`config.mk`:
```
export PLATFORM = sky130hd
export DESIGN_NAME = fsm_req_burst
export DESIGN_NICKNAME = d
export VERILOG_FILES = /design/src/rtl/fsm_req_burst.sv
export SDC_FILE = /design/constraint.sdc
export NUM_CORES = 1
export LEC_CHECK = 0
export BUFFER_PORTS_ARGS = -buffer_cell sky130_fd_sc_hd__buf_4
export CAP_MARGIN = 25
export CORE_UTILIZATION = 41
export CTS_BUF_LIST = sky130_fd_sc_hd__clkbuf_8
export CTS_CLUSTER_SIZE = 28
export DETAILED_ROUTE_END_ITERATION = 6
export GPL_TIMING_DRIVEN = 1
export MAX_ROUTING_LAYER = met4
export SLEW_MARGIN = 20
export SYNTH_ARGS = -nofsm -noshare
export SYNTH_HDL_FRONTEND = slang
export SYNTH_SLANG_ARGS = --single-unit
```
`constraint.sdc`:
```
create_clock -name clock -period 3.7 [get_ports clock]
set_input_delay 0 -clock clock [delete_from_list [all_inputs] [get_ports clock]]
set_output_delay 0 -clock clock [all_outputs]
set_load 0.005 [all_outputs]
```
`src/rtl/fsm_req_burst.sv`:
```
// fsm_req_burst: request-side stage in front of the 4-agent grant arbiter.
// Each agent owns an independent FSM that accepts a burst command, raises
// req_N until the granted beats cover the whole burst, then waits for the
// grant to clear before signalling completion.
// Optional feature macro: REQ_TIMEOUT_EN (abort a request that waits more
// than TIMEOUT cycles in REQ without a grant).
module fsm_req_burst #(
    parameter int LEN_W   = 4,
    parameter int TIMEOUT = 16
) (
    input  logic               clock,
    input  logic               reset,
    input  logic [3:0]         cmd_valid,
    input  logic [4*LEN_W-1:0] cmd_len,
    output logic [3:0]         cmd_ready,
    input  logic [3:0]         beat_stall,
    input  logic               gnt_0,
    input  logic               gnt_1,
    input  logic               gnt_2,
    input  logic               gnt_3,
    output logic               req_0,
    output logic               req_1,
    output logic               req_2,
    output logic               req_3,
    output logic [3:0]         beat,
    output logic [3:0]         done,
    output logic [3:0]         timeout
);

    typedef enum logic [1:0] {
        ST_IDLE    = 2'd0,
        ST_REQ     = 2'd1,
        ST_XFER    = 2'd2,
        ST_RELEASE = 2'd3
    } state_t;

    // TIMEOUT is an 8-bit compare target; anything outside 2..255 is a
    // configuration error caught at elaboration.
    if ((TIMEOUT < 2) || (TIMEOUT > 255)) begin : g_timeout_range_bad
        $error("fsm_req_burst: TIMEOUT must be within 2..255");
    end

    state_t           state_r [4];
    logic [LEN_W-1:0] rem_r   [4];
    logic [3:0]       req_r;
    logic [3:0]       done_r;
    logic [3:0]       timeout_r;
    logic [3:0]       abort_r;
    logic [3:0]       gnt_s;
`ifdef REQ_TIMEOUT_EN
    logic [7:0]       wait_r  [4];
`endif

    assign gnt_s   = {gnt_3, gnt_2, gnt_1, gnt_0};
    assign req_0   = req_r[0];
    assign req_1   = req_r[1];
    assign req_2   = req_r[2];
    assign req_3   = req_r[3];
    assign done    = done_r;
    assign timeout = timeout_r;

    // Command handshake and grant-gated beat strobes, decoded from registered state.
    always_comb begin
        cmd_ready = 4'b0000;
        beat      = 4'b0000;
        for (int i = 0; i < 4; i++) begin
            if ((state_r[i] == ST_IDLE) && !reset) begin
                cmd_ready[i] = 1'b1;
            end else begin
                cmd_ready[i] = 1'b0;
            end
            if ((state_r[i] == ST_XFER) && gnt_s[i] && !beat_stall[i]) begin
                beat[i] = 1'b1;
            end else begin
                beat[i] = 1'b0;
            end
        end
    end

    // Per-agent burst FSMs with registered req/done/timeout outputs.
    always_ff @(posedge clock) begin
        if (reset) begin
            for (int i = 0; i < 4; i++) begin
                state_r[i] <= ST_IDLE;
                rem_r[i]   <= {LEN_W{1'b0}};
`ifdef REQ_TIMEOUT_EN
                wait_r[i]  <= 8'd0;
`endif
            end
            req_r     <= 4'b0000;
            done_r    <= 4'b0000;
            timeout_r <= 4'b0000;
            abort_r   <= 4'b0000;
        end else begin
            for (int i = 0; i < 4; i++) begin
                // Pulses default low; set for one cycle below when they fire.
                done_r[i]    <= 1'b0;
                timeout_r[i] <= 1'b0;
                case (state_r[i])
                    ST_IDLE: begin
                        if (cmd_valid[i] && cmd_ready[i]) begin
                            rem_r[i]   <= cmd_len[i*LEN_W +: LEN_W];
                            state_r[i] <= ST_REQ;
                            req_r[i]   <= 1'b1;
                            abort_r[i] <= 1'b0;
`ifdef REQ_TIMEOUT_EN
                            wait_r[i]  <= 8'd0;
`endif
                        end
                    end
                    ST_REQ: begin
                        // A grant wins over a timeout that expires in the same cycle.
                        if (gnt_s[i]) begin
                            state_r[i] <= ST_XFER;
                        end
`ifdef REQ_TIMEOUT_EN
                        else if (wait_r[i] == 8'(TIMEOUT - 1)) begin
                            state_r[i]   <= ST_RELEASE;
                            req_r[i]     <= 1'b0;
                            timeout_r[i] <= 1'b1;
                            abort_r[i]   <= 1'b1;
                        end else begin
                            wait_r[i] <= wait_r[i] + 8'd1;
                        end
`endif
                    end
                    ST_XFER: begin
                        if (!gnt_s[i]) begin
                            // Grant lost mid-burst: re-request, keep remaining count.
                            state_r[i] <= ST_REQ;
`ifdef REQ_TIMEOUT_EN
                            wait_r[i]  <= 8'd0;
`endif
                        end else if (!beat_stall[i]) begin
                            if (rem_r[i] == {LEN_W{1'b0}}) begin
                                state_r[i] <= ST_RELEASE;
                                req_r[i]   <= 1'b0;
                            end else begin
                                rem_r[i] <= rem_r[i] - {{(LEN_W-1){1'b0}}, 1'b1};
                            end
                        end
                    end
                    ST_RELEASE: begin
                        // Hold off until the arbiter's grant has actually cleared.
                        if (!gnt_s[i]) begin
                            state_r[i] <= ST_IDLE;
                            done_r[i]  <= !abort_r[i];
                            abort_r[i] <= 1'b0;
                        end
                    end
                    default: begin
                        state_r[i] <= ST_IDLE;
                        req_r[i]   <= 1'b0;
                        abort_r[i] <= 1'b0;
                    end
                endcase
            end
        end
    end

endmodule

```
-- Yosys cells after proc, flatten, opt, wreduce, memory -nomap -nowiden
Memory sizes are Yosys's and may differ from the RTL's.
Cells that the tools add are included.
Widths: inputs -> output; s select.
- memories: 2
- output and inout bits: 20
- bits in writable memories: 24
- register bits: 12
- muxes and demuxes: 178
- equality and inequality tests: 32
- bitwise logic cells: 32
- reductions and logical operators: 53
- add/sub/neg operators: 4
- memory list (name ; words ; width ; read ports ; clocked after Yosys merged registers in ; write ports ; line ; source):
    rem_r ; 4 ; 4 ; 4 ; 0 ; 4 ; 44 ; logic [LEN_W-1:0] rem_r [4];
    state_r ; 4 ; 2 ; 4 ; 0 ; 4 ; 43 ; state_t state_r [4];
- operators with widths (kind ; count):
    $mux 1 ; 142
    $mux 2 ; 20
    $mux 4 ; 8
    $or 1x1->1 ; 28
    $ne 2x2->1 const B ; 12
    $reduce_and 5->1 ; 4
    $eq 2x2->1 const B ; 8
    $logic_and 1x1->1 ; 16
    $logic_not 4->1 ; 4
    $ne 2x1->1 const B ; 8
    $pmux 1 s2 ; 8
    $reduce_bool 2->1 ; 8
    $sub 4x1->4 const B ; 4
    $reduce_and 3->1 ; 4
    $reduce_or 3->1 ; 4
    $logic_not 1->1 ; 9
    $eq 2x1->1 const B ; 4
    $logic_not 2->1 ; 4
    $not 1->1 ; 4

-- Longest topological paths before layout
Gate-level depths: netlist of the first run.
An unclocked memory read counts as a cell.
- depth in word-level cells: 14
- gate-level depth with buffers: 5
- mapped depth without buffers: 5

-- Worst setup path before layout of the first run
OpenSTA, ideal clock, no wires.
- path kind: register -> register
- start: memory rem_r[0][0]
- end: register req_r[0]
- stages on the path, launching flop included: 6
- data required time: 3.584 ns
- period minus slack after synthesis: 1.781 ns
- arrival: 1.665 ns
- path buffers: 0
- slack: 1.919 ns
- setup time: 0.116 ns
- path through: edfxtp_1 inv_1 ha_1 or3b_4 or4_1 a31o_1
- RTL lines (item ; line ; source):
    from (decl) ; 44 ;
    to (signal assigned) ; 90 ; req_r <= 4'b0000;
    to (signal, indexed assignment) ; 104 ; req_r[i] <= 1'b1;
    to (signal, indexed assignment) ; 137 ; req_r[i] <= 1'b0;
    to (decl) ; 45 ; logic [3:0] req_r;

==> flow_summary.yaml, run 1 <==
clock_tree:
  cts_buffer_depth: 2
  post_cts_resized: 0
  ctsRootBufferMaster: "clkbuf_8"
  clk_pin_slew_ns: 0.06
  cts.sinks: 32
  cts_max_level: 2
  insertion_delay_ns: 0.28
  numCtsBuffers: 5
  cts_tree: "yes"
detailed_routing:
  vias: 1637
  drc: 0
  drt_iter0_markers: 88
  antenna_left: 0
  viasPerCell: 5.53
  wl_per_cell_um: 13.9
  drt_pass1_iterations: 5
  wirelength_mm: 4.11
critical_path:
  worstPathBufferInverterCount: 0
  required_ns: 3.68
  worst_setup_path_start_kind: "flip-flop"
  cpLargestDelayFamily: "simple AND/OR/NAND/NOR gates"
  crit_arrival_ns: 2.04
  critPathMostFrequentCell: "nand2_1"
  slowest_delay_ns: 0.92
  path_max_fanout: 8
  endpoint_kind: "flip-flop"
  r2r-start: "state_r[3][0]"
  ff2ff_setup_slack_ns: 1.63
  crit_path_start: "state_r[3][0]"
  cp_slowest_cell: "nor4bb_1"
  crit_chain: "nor4bb_1 -> nand2_1 -> nand2_1"
  worstSetupPathType: "reg2reg"
synth:
  seq_area_frac_synth: 0.474
  ys_types: 48
  async_flop_share: 0
  synthCells: 190
  synthFlopType: "edfxtp_1"
  ys_ff_latch: 32
  synth_edf_count: 24
  netlist_area_um2: 1860
  avgSynthCellArea_um2: 9.78
  yosysWarnings: 0
placed_design:
  portBuffers: 45
  placed_cell_area_um2: 2220
  place_congestion: 0.860
  dpl.hpwl_mm: 3.08
min_path:
  hold_class: "in2reg"
  min_from: "cmd_len[11]"
finish:
  final_nets: 277
  final_cell_area_um2: 2390
  num_antenna_cells: 0
  drive_gt1_frac: 0.258
  synthToLayoutAreaGrowth_pct: 28.5
  final_core_util: 0.548
timing:
  tightest_slew_ns: 1.05
  layout_min_cycle_time_ns: 2.07
  finalSetupTns_ns: 0
  finalSetupViolCount: 0
  slew_headroom: 0.293
  finalMaxSlewViolations: 0
  final_hold_viol_count: 0
  fin_crit_sh: 0.559
  clock_skew_ns: 0.00509
  rsz0062_at_grt: "no"
  fmax_mhz: 484
global_route:
  antenna_found_initial: 0
  gr-total-overflow: 0
  grt_usage: 0.187
  grt_first_pass_wirelength_mm: 7.04
  grt_max_degree: 27
  grt_pass1_vias: 1598
floorplanning:
  dieArea_um2: 4810
  dieHeight_um: 69.3
  die_x_um: 69.3
  core_um2: 4350
  start_util: 0.427
  io_pins: 50
  fp-row-count: 24
power_and_ir_drop:
  swShare: 0.295
  irDropWorstVdd_v: 0.000199
  power_frac_comb: 0.247
  p_clk_frac: 0.261
  power_frac_seq: 0.492
  cellInternalPower_w: 0.000728
  powerDensity_nw_per_um2: 432
  p_sw_w: 0.000304
  p_leak_nw: 0.956
flow_run:
  drv_cap: 0
run_status:
  run_status: "complete, no violations"
==> worst reg2reg max path: stages, from the launching register on <==
cell and delay [ns]:
edfxtp_1 0.45, nor4bb_1 0.92, nand2_1 0.19, nand2_1 0.21
==> Yosys cell counts (4+ instances only) <==
cell / n / area share
a21oi_1: 4 / 0.011
inv_1: 13 / 0.026
nor3_1: 11 / 0.030
ha_1: 4 / 0.027
nand2_1: 20 / 0.040
edfxtp_1: 24 / 0.39
o21ai_0: 12 / 0.032
nor4bb_1: 4 / 0.022
nand3_1: 6 / 0.016
o21ai_1: 4 / 0.011
buf_4: 4 / 0.016
nor2_1: 17 / 0.034
dfxtp_1: 8 / 0.086
clkbuf_1: 4 / 0.0081
xnor2_1: 5 / 0.024
a32oi_1: 4 / 0.019
==> repair_timing <==
action	CTS	global route
setup buffers	0	0
hold buffers	8	0
endpoints found under the hold margin	8	0
==> per-stage QoR <==
step           setup WS, ns  total power, W  hold WS (ns)  cells
6_report               1.63         0.00103        0.0178    296
5_1_grt                1.50         0.00109        0.0265    296
4_1_cts                1.64         0.00104       0.00928    296
3_5_place_dp           1.65        0.000761         0.209    280
3_3_place_gp           1.73        0.000745         0.202    280
2_1_floorplan          1.92        0.000666        0.0342    193
==> power groups by stage <==
stage	sequential, W	combinational, W	clock, W
detailed placement	0.000514	0.000247	0
floorplan	0.000492	0.000174	0
global placement	0.000508	0.000238	0
CTS	0.000506	0.000255	0.000281
finish	0.000507	0.000255	0.000270
global route	0.000515	0.000284	0.000294
==> final timing paths <==
check	endpoint	depth (start not counted)
worst min register to register	req_r[0]	1
worst max register to register	rem_r[3][0]	3
worst min-delay path	rem_r[2][3]	3
worst max-delay path	rem_r[3][0]	3
==> metal layers <==
| metal | vias to the layer above | track usage | share of wire |
|---|---|---|---|
| li1 | 809 | - | - |
| met1 | 772 | 0.219 | 0.46 |
| met2 | 50 | 0.313 | 0.48 |
| met3 | 6 | 0.0378 | 0.048 |
| met4 | 0 | 0.0794 | 0.015 |
| met5 | - | - | 0 |
==> state kept, by name, indices dropped and copies added (netlist names) <==
signal / count
done: 4
state_r: 8
req_r: 4
rem_r: 16
==> cell usage in the layout (no fill, tap or decap), types with 5 or more instances in the layout <==
cell type,n
buf_4,45
edfxtp_1,24
nand2_1,20
nor2_1,17
inv_1,15
o21ai_0,12
nor3_1,11
dfxtp_1,8
dlygate4sd3_1,8
nand3_1,6
clkbuf_8,6
xnor2_1,5
==> layout make-up <==
type,instances,area [µm²]
Fill cell,379,1970
Sequential cell,32,881
Multi-Input combinational cell,137,881
Timing Repair Buffer,53,418
Clock buffer,6,82.6
Tap cell,52,65.1
Inverter,14,52.6
Clock inverter,2,7.51
==> kinds of logic (layout without fill, tap and decap cells) <==
kind of cell | count (synthesis) | count (layout) | synth area share
and+or+nand+nor | 82 | 82 | 0.255
AOI/OAI and AO/OA | 39 | 39 | 0.144
DFF | 32 | 32 | 0.474
buffers and inverters | 24 | 75 | 0.0579
xor gates and xnor gates | 6 | 6 | 0.0283
adders and majority gates | 4 | 4 | 0.0269
muxes | 2 | 2 | 0.0121
other | 1 | 4 | 0.00202
No activity file was read; power rests on OpenSTA's default activity.
==> inputs of run 2 (changes only) <==
--- a/config.mk
+++ b/config.mk
@@ -13,6 +13,7 @@
 export DETAILED_ROUTE_END_ITERATION = 6
 export GPL_TIMING_DRIVEN = 1
 export MAX_ROUTING_LAYER = met4
+export PLACE_DENSITY = 0.67
 export SLEW_MARGIN = 20
 export SYNTH_ARGS = -nofsm -noshare
 export SYNTH_HDL_FRONTEND = slang
==> constraint.sdc (replaced) <==
create_clock -name clock -period 1.81 [get_ports clock]
set_input_delay 0 -clock clock [delete_from_list [all_inputs] [get_ports clock]]
set_output_delay 0 -clock clock [all_outputs]
set_load 0.005 [all_outputs]
==> run 2 against run 1 <==
Net effect:
- utilization increased by 3.3 points
- sequential power grew 100%
- clock skew is 0.00091 ns lower
- global-route usage fell by 0.86 points
- highest routed layer unchanged
- critical path depth rose by 2
- sequential share of layout area down 2.1 points
- largest cell class is now multi-input combinational cells
- worst hold slack got worse by 0.0079 ns
- setup slack got worse by 1.6 ns
- critical path type unchanged
- non-clock buffer count up 12
==> flow_summary.yaml, run 2 (synthesized netlist as in run 1, its figures left out) <==
detailed_routing:
  drc: 0
  viasPerCell: 5.35
  wl_per_cell_um: 12.8
  drt_pass1_iterations: 4
  vias: 1648
  antenna_left: 0
  wirelength_mm: 3.96
  drt_iter0_markers: 97
power_and_ir_drop:
  p_leak_nw: 1.03
  swShare: 0.281
  power_frac_seq: 0.448
  cellInternalPower_w: 0.00164
  irDropWorstVdd_v: 0.000493
  p_clk_frac: 0.290
  power_frac_comb: 0.262
  powerDensity_nw_per_um2: 901
  p_sw_w: 0.000640
global_route:
  grtUsageMet2: 0.290
  gr-total-overflow: 0
  antenna_found_initial: 0
  busiest_layer: "met2"
  met1_usage: 0.221
  grt_max_degree: 27
  grt_first_pass_wirelength_mm: 6.73
  grt_pass1_vias: 1565
  use_met3: 0.0451
  grt_usage: 0.179
critical_path:
  crit_chain: "inv_2 -> ha_4 -> or3b_4 -> or4_4 -> a31o_1"
  path_max_fanout: 3
  slowest_delay_ns: 0.47
  required_ns: 1.98
  crit_arrival_ns: 1.94
  worstSetupPathType: "reg2reg"
  cp_slowest_cell: "or4_4"
  worstPathBufferInverterCount: 1
  cpLargestDelayFamily: "simple AND/OR/NAND/NOR gates"
  endpoint_kind: "flip-flop"
  worst_setup_path_start_kind: "flip-flop"
finish:
  final_cell_area_um2: 2530
  num_antenna_cells: 0
  fin_cells: 308
  synthToLayoutAreaGrowth_pct: 36.2
  final_nets: 289
  drive_gt1_frac: 0.324
  final_core_util: 0.581
  regMostFlops: "rem_r"
  n_fill_cell: 385
  layout_common_cells: "buf_4 (57), edfxtp_1 (24), nand2_1 (19)"
  reg_top3: "rem_r x16, state_r x8"
  largest_reg_flops: 16
  layout_commonest_cell: "buf_4"
timing:
  layout_min_cycle_time_ns: 1.76
  finalMaxSlewViolations: 0
  rsz0062_at_grt: "yes"
  finalSetupViolCount: 0
  fin_crit_sh: 0.974
  tightest_slew_ns: 0.524
  finalSetupTns_ns: 0
  fmax_mhz: 567
  slew_headroom: 0.647
  final_hold_viol_count: 0
  clock_skew_ns: 0.00418
floorplanning:
  io_pins: 50
  core_um2: 4350
  start_util: 0.427
  die_x_um: 69.3
  dieHeight_um: 69.3
  fp-row-count: 24
  dieArea_um2: 4810
placed_design:
  place_congestion: 0.822
  portBuffers: 45
  place_inst: 292
  dpl.hpwl_mm: 2.85
  placed_cell_area_um2: 2310
clock_tree:
  numCtsBuffers: 5
  cts_tree: "yes"
  clk_pin_slew_ns: 0.06
  ctsRootBufferMaster: "clkbuf_8"
  insertion_delay_ns: 0.28
  cts_max_level: 2
  cts_buffer_depth: 2
  cts.sinks: 32
min_path:
  hold_class: "in2reg"
flow_run:
  drv_cap: 0
run_status:
  run_status: "complete, no violations"
[run 2: worst register-to-register path, stage by stage (launching register included)]
cell and delay, ns:
edfxtp_1 0.42, inv_2 0.09, ha_4 0.12, or3b_4 0.37, or4_4 0.47, a31o_1 0.18
[run 2: metrics by stage]
step	worst slack, ns	hold slack [ns]	total power, W
after CTS	0.00646	0.00494	0.00229
after global placement	0.0523	0.209	0.00159
after floorplan	0.0292	0.0342	0.00136
after detailed placement	-0.0277	0.213	0.00160
after global routing	-0.0109	0.0148	0.00241
final	0.0466	0.00990	0.00228
[run 2: power by group through the flow]
| stage | Sequential (W) | Clock [W] | Combinational, W |
|---|---|---|---|
| floorplan | 0.00101 | 0 | 0.000356 |
| global placement | 0.00103 | 0 | 0.000564 |
| detailed placement | 0.00103 | 0 | 0.000569 |
| CTS | 0.00102 | 0.000679 | 0.000590 |
| global route | 0.00104 | 0.000710 | 0.000666 |
| finish | 0.00102 | 0.000662 | 0.000597 |
[run 2: repair_timing]
action                     in CTS  in global routing
pin swaps                       0                  1
hold endpoints to repair        8                  0
resized for setup               1                  7
setup endpoints to repair       4                 11
buffers inserted                0                  0
hold buffers                    8                  0
[run 2: path summary, 6_finish.rpt]
check / startpoint / to / slack [ns] / cells past startpoint
setup / recovery: rem_r[0][0] / req_r[0] / 0.05 / 5
hold / removal: cmd_len[1] / rem_r[0][1] / 0.01 / 3
setup reg to reg: rem_r[0][0] / req_r[0] / 0.05 / 5
hold reg to reg: req_r[1] / req_r[1] / 0.50 / 1
[run 2: layout make-up]
cell class / instances / area, µm² / area share
clock buffers: 5 / 68.8 / 0.0272
clock inverters: 3 / 38.8 / 0.0153
inverters: 14 / 52.6 / 0.0208
multi-input cells: 137 / 916 / 0.362
flip-flops and latches: 32 / 881 / 0.348
well taps: 52 / 65.1 / 0.0257
repair buffers: 65 / 508 / 0.201
[run 2: layer usage]
layer / part of all wire / vias up
met4: 0.0096 / 0
met5: 0 / -
met2: 0.48 / 35
li1: - / 837
met1: 0.47 / 771
met3: 0.039 / 5
